`src/rtl/pulse_pkg.sv`:
```
// Shared tick/level constants: FSM state codes used by the pulse stretcher
// and any future tick/level utilities.
package pulse_pkg;

  typedef logic [1:0] state_t;

  localparam state_t ST_IDLE = 2'd0;
  localparam state_t ST_HIGH = 2'd1;
  localparam state_t ST_HOLD = 2'd2;

endpackage

```
`src/rtl/pulse_stretcher_sat_counter.sv`:
```
// Saturating up-counter with synchronous clear (clear beats increment).
// Ports: clk, reset (async, active-high), inc, clr, cnt[CW-1:0].
module sat_counter #(
  parameter int CW = 8
) (
  input  logic          clk,
  input  logic          reset,
  input  logic          inc,
  input  logic          clr,
  output logic [CW-1:0] cnt
);

  localparam logic [CW-1:0] MAX = '1;

  logic [CW-1:0] r_cnt;

  always_ff @(posedge clk or posedge reset) begin
    if (reset) begin
      r_cnt <= '0;
    end else if (clr) begin
      r_cnt <= '0;
    end else if (inc && (r_cnt != MAX)) begin
      r_cnt <= r_cnt + 1'b1;
    end
  end

  assign cnt = r_cnt;

endmodule

```
`src/rtl/pulse_stretcher.sv`:
```
// Stretches one-cycle ticks into a registered level pulse of len cycles,
// followed by a forced low gap of GAP cycles; counts discarded ticks.
// Ports: clk, reset (async, active-high), tick, len[W-1:0], drop_clr,
//        level, busy, drop, drop_cnt[CW-1:0].
module pulse_stretcher
  import pulse_pkg::*;
#(
  parameter int W      = 8,
  parameter int GAP    = 2,
  parameter int RETRIG = 0,
  parameter int CW     = 8
) (
  input  logic          clk,
  input  logic          reset,
  input  logic          tick,
  input  logic [W-1:0]  len,
  input  logic          drop_clr,
  output logic          level,
  output logic          busy,
  output logic          drop,
  output logic [CW-1:0] drop_cnt
);

  localparam bit RT = (RETRIG != 0);
  localparam logic [W-1:0] GAP_M1 =
    (GAP > 0) ? W'(GAP - 1) : '0;

  state_t       r_state;
  state_t       w_state_nxt;
  logic [W-1:0] r_cnt;
  logic [W-1:0] w_cnt_nxt;
  logic [W-1:0] w_eff_m1;
  logic         r_level;
  logic         r_drop;
  logic         w_drop;

  // len==0 behaves as len==1
  assign w_eff_m1 = (len == '0) ? '0 : len - 1'b1;

  always_comb begin
    w_state_nxt = r_state;
    w_cnt_nxt   = r_cnt;
    w_drop      = 1'b0;
    case (r_state)
      ST_IDLE: begin
        if (tick) begin
          w_state_nxt = ST_HIGH;
          w_cnt_nxt   = w_eff_m1;
        end
      end
      ST_HIGH: begin
        if (tick && RT) begin
          // restart wins even on the last high cycle
          w_cnt_nxt = w_eff_m1;
        end else begin
          w_drop = tick;
          if (r_cnt == '0) begin
            if (GAP > 0) begin
              w_state_nxt = ST_HOLD;
              w_cnt_nxt   = GAP_M1;
            end else begin
              w_state_nxt = ST_IDLE;
              w_cnt_nxt   = '0;
            end
          end else begin
            w_cnt_nxt = r_cnt - 1'b1;
          end
        end
      end
      ST_HOLD: begin
        w_drop = tick;
        if (r_cnt == '0) begin
          w_state_nxt = ST_IDLE;
        end else begin
          w_cnt_nxt = r_cnt - 1'b1;
        end
      end
      default: begin
        w_state_nxt = ST_IDLE;
        w_cnt_nxt   = '0;
      end
    endcase
  end

  always_ff @(posedge clk or posedge reset) begin
    if (reset) begin
      r_state <= ST_IDLE;
      r_cnt   <= '0;
      r_level <= 1'b0;
      r_drop  <= 1'b0;
    end else begin
      r_state <= w_state_nxt;
      r_cnt   <= w_cnt_nxt;
      r_level <= (w_state_nxt == ST_HIGH);
      r_drop  <= w_drop;
    end
  end

  sat_counter #(
    .CW (CW)
  ) u_drop_cnt (
    .clk   (clk),
    .reset (reset),
    .inc   (w_drop),
    .clr   (drop_clr),
    .cnt   (drop_cnt)
  );

  assign level = r_level;
  assign drop  = r_drop;
  assign busy  = (r_state != ST_IDLE);

endmodule

```
`config.mk`:
```
export PLATFORM = sky130hd
export DESIGN_NAME = pulse_stretcher
export DESIGN_NICKNAME = d
export VERILOG_FILES = /design/src/rtl/pulse_pkg.sv /design/src/rtl/pulse_stretcher_sat_counter.sv /design/src/rtl/pulse_stretcher.sv
export SDC_FILE = /design/constraint.sdc
export NUM_CORES = 1
export LEC_CHECK = 0
export ABC_AREA = 1
export CAP_MARGIN = 20
export CELL_PAD_IN_SITES_DETAIL_PLACEMENT = 2
export CELL_PAD_IN_SITES_GLOBAL_PLACEMENT = 2
export CORE_ASPECT_RATIO = 1.5
export CORE_UTILIZATION = 33
export CTS_BUF_LIST = sky130_fd_sc_hd__clkbuf_4
export DETAILED_ROUTE_END_ITERATION = 10
export PLACE_DENSITY_LB_ADDON = 0.15
export SKIP_CTS_REPAIR_TIMING = 1
export SLEW_MARGIN = 20
export SYNTH_ARGS = -nofsm -noshare
export SYNTH_HDL_FRONTEND = slang
export SYNTH_HIERARCHICAL = 1
export SYNTH_SLANG_ARGS = --single-unit
```
`constraint.sdc`:
```
create_clock -name clk -period 4.1 [get_ports clk]
set_input_delay 0.615 -clock clk [delete_from_list [all_inputs] [get_ports clk]]
set_output_delay 0.615 -clock clk [all_outputs]
set_load 0.02 [all_outputs]
```
==> tab_implementation.tex <==
\begin{tabular}{lr}
\hline
Metric & Value \\
\hline
\multicolumn{2}{l}{\textbf{Timing}} \\
Final hold vios & 0 \\
Worst slew slack as a fraction of its limit & 64.0\% \\
Endpoints failing setup & 0 \\
Max Clock Freq & 0.398 GHz \\
Worst Skew & 0.00708 ns \\
Post-route fraction of the period consumed by the critical path & 61.3\% \\
Number of max-slew violations in the final report & 0 \\
Actual slew at the worst max-slew pin & 0.540 ns \\
Setup repair after global routing missed its margin & false \\
Fin Hold WS & 0.501 ns \\
Smallest setup slack after layout & 1.59 ns \\
Post-route minimum period & 2.51 ns \\
Setup TNS & 0 ns \\
\multicolumn{2}{l}{\textbf{Clock network}} \\
Clock transition at the registers of the reported paths & 0.12 ns \\
Clock latency on the worst-skew pair & 0.30 ns \\
Clk sinks & 20 \\
Clock root cell & clkbuf\_4 \\
CTS max path bufs & 2 \\
CTS tree & built \\
Number of H-tree levels & 1 \\
Number of CTS-inserted buffers & 3 \\
\multicolumn{2}{l}{\textbf{Yosys}} \\
Cell accounting for the most synthesized area & dfrtp\_1 \\
Yosys reg bits & 20 \\
Most instantiated flip-flop cell in the synthesis netlist & dfrtp\_1 \\
Most area-consuming cells after synthesis & dfrtp\_1, nand2\_1, inv\_1 \\
Number of enable-type register cells in the synthesized netlist & 0 \\
Number of distinct library cells after synthesis & 22 \\
Post-Synthesis Mean Instance Area & 6.68 µm² \\
Fraction of synthesized cell area taken by the top area cell type & 31.7\% \\
Share of the yosys chip area belonging to registers & 31.7\% \\
Count leader, synth & nand2\_1 \\
Post-Syn Nets & 257 \\
Top cell types by occurrence after synthesis & nand2\_1, inv\_1, dfrtp\_1 \\
Number of warnings printed during yosys synthesis & 6 \\
Share of flip-flops with an asynchronous set or reset & 100\% \\
Number of instances in the synthesized netlist & 236 \\
Netlist area before placement & 1580 µm² \\
\multicolumn{2}{l}{\textbf{Setup path}} \\
Launching point of the worst reg2reg path & r\_state[0] \\
Critical path capture point type & output pin \\
Crit. path cell count & 4 \\
Family with the most delay on the worst path & buffers and inverters \\
Startpoint class of the critical path & flop \\
Start point of the critical path & r\_state[0] \\
Worst R2R End & u\_drop\_cnt/cnt[3] \\
Type of the worst setup path & flop to output pin \\
Crit path capture & busy \\
Flop2flop setup slack & 2.43 ns \\
Critical-path cell list & inv\_1 > ha\_1 > inv\_1 > clkdlybuf4s50\_1 \\
Critical path peak fanout & 4 \\
Data required, critical path & 3.48 ns \\
Count of buffering cells on the critical path with inverters included & 3 \\
Most Frequent Cell on Critical Path & inv\_1 \\
Cell depth of the worst flop-to-flop path & 8 \\
Peak per-stage delay on the critical path & 0.66 ns \\
Crit-path slowest cell & clkdlybuf4s50\_1 \\
Data arrival at the endpoint of the critical path & 1.90 ns \\
\multicolumn{2}{l}{\textbf{Drt}} \\
Average routed wire per standard cell & 14.4 µm \\
Routed length on met1 & 1790 µm \\
Initial DRC count & 15 \\
Number of optimization iterations in the first detailed-route pass & 3 \\
Residual antenna-violating net count after detailed routing & 0 \\
Top metal layer carrying routed signals & met4 \\
Sum of met3 wire segment lengths after detailed routing & 59 µm \\
Vias per inst & 4.73 \\
WL final & 4680 µm \\
DRC violation count after routing & 0 \\
Number of vias in the routed layout & 1541 \\
DR WL met2 & 2810 µm \\
\multicolumn{2}{l}{\textbf{Power and ir drop}} \\
Power per cell area & 558 nW/µm² \\
Switch share & 50.2\% \\
Worst vdd rail ir drop & 266 µV \\
Clk network pwr share & 9.3\% \\
P\_sw & 0.533 mW \\
Internal power contribution & 0.528 mW \\
Leakage power of the design & 1.02 nW \\
Combinational fraction of design power & 59.7\% \\
Sequential share of power & 31.0\% \\
\multicolumn{2}{l}{\textbf{Placed design}} \\
HPWL after detailed placement & 3930 µm \\
Routability cong. & 0.732 \\
Placed Instances & 322 \\
Setup slack after placement & 1.87 ns \\
Number of buffers added on ports & 22 \\
\multicolumn{2}{l}{\textbf{GRT}} \\
Pin count of the biggest net entering global routing & 13 \\
Number of global-route vias before repair & 1688 \\
Grt total ovfl & 0 \\
Global-route usage over all layers & 20.3\% \\
Number of antenna violations at the first check in global routing & 0 \\
Wire length of the first global-routing pass & 7810 µm \\
\multicolumn{2}{l}{\textbf{Die}} \\
X dimension of the die & 58.4 µm \\
Starting density of the core & 34.7\% \\
Area of the core region & 4540 µm² \\
Area of the die & 5060 µm² \\
Number of placement rows & 30 \\
Vertical die dimension & 86.7 µm \\
Io pins & 23 \\
\multicolumn{2}{l}{\textbf{Flow run}} \\
Maximum Capacitance Violations & 0 \\
\multicolumn{2}{l}{\textbf{Status}} \\
Result of the run & finished, final reports clean \\
\multicolumn{2}{l}{\textbf{Layout}} \\
Number of antenna diodes & 0 \\
Growth of design area from synthesis to finish & 20.7\% \\
Non-filler instance count after layout & 326 \\
Proportion of layout cells with a drive suffix above 1 & 8.02\% \\
Final Net Count & 284 \\
\multicolumn{2}{l}{\textbf{Min path}} \\
Kind of path behind the tightest hold check & flop to flop \\
\hline
\end{tabular}
area by class of cell:
type / instances / area (µm²)
sequential: 20 / 500
clock inverter: 1 / 3.75
multi-input combinational: 176 / 921
fill: 579 / 2640
tap: 64 / 80.1
timing repair buffer: 22 / 220
clock buffer: 3 / 22.5
inverter: 40 / 155
layer usage:
| metal | track usage (%) | vias up |
|---|---|---|
| met2 | 42.2 | 13 |
| li1 | - | 764 |
| met3 | 1.79 | 2 |
| met4 | 3.25 | 0 |
| met5 | 0 | - |
| met1 | 21.4 | 762 |
kinds of logic after synthesis:
| group | Yosys count | share of synthesized area (%) |
|---|---|---|
| AOI/OAI and AO/OA | 14 | 6.03 |
| DFF | 20 | 31.7 |
| xor gates and xnor gates | 7 | 3.89 |
| adders and majority gates | 9 | 7.14 |
| and+or+nand+nor | 146 | 41.3 |
| buffers and inverters | 40 | 9.84 |
power groups by stage:
stage | sequential [mW] | combinational, mW | clock, mW
floorplan | 0.339 | 0.429 | 0
global placement | 0.332 | 0.617 | 0
detailed placement | 0.335 | 0.648 | 0
CTS | 0.331 | 0.651 | 0.105
global route | 0.337 | 0.729 | 0.110
finish | 0.329 | 0.634 | 0.0991
cell usage in the layout (no fill, tap or decap):
cell	instances
nand3_1	19
inv_1	38
o21bai_4	1
ha_1	9
dfrtp_1	20
nor2_4	4
xor2_1	6
inv_2	1
clkinv_1	1
nor3_1	1
a21oi_1	4
nand4_1	2
nor3b_1	1
nor2_2	4
nand2_4	3
clkdlybuf4s50_1	22
o21ai_0	7
o21ai_1	1
clkbuf_4	3
nand2_2	3
nor2_1	16
o21ai_4	1
clkinv_4	1
xnor2_1	1
nand2_1	93
state kept, by name, indices dropped and copies added (netlist names):
name	cells
r_cnt	8
u_drop_cnt/cnt	8
r_state	2
drop	1
level	1
worst min path at each step:
stage,start,depth (start not counted),to,slack (ns)
2_1_floorplan,reset,1,u_drop_cnt/cnt[0],0.43
3_3_place_gp,r_cnt[1],2,r_cnt[1],0.47
3_5_place_dp,r_cnt[1],2,r_cnt[1],0.48
4_1_cts,r_cnt[1],2,r_cnt[1],0.51
5_1_grt,r_cnt[1],2,r_cnt[1],0.54
6_report,r_cnt[1],2,r_cnt[1],0.50
stage by stage:
step	utilization (%)	power, mW	instance area, µm²
finish	41.9	1.06	1900
CTS	41.9	1.09	1900
floorplan	-	0.769	1580
global placement	41.3	0.949	1880
detailed placement	41.3	0.983	1880
global route	41.9	1.18	1900
worst reg2reg max path: stages, from the launching register on:
cell	delay, ns
dfrtp_1	0.42
inv_1	0.11
ha_1	0.29
nand2_1	0.05
inv_1	0.14
nand2_4	0.08
nor2_1	0.33
nand2_1	0.11
nand2_1	0.10
(Power assumes the default switching activity.)
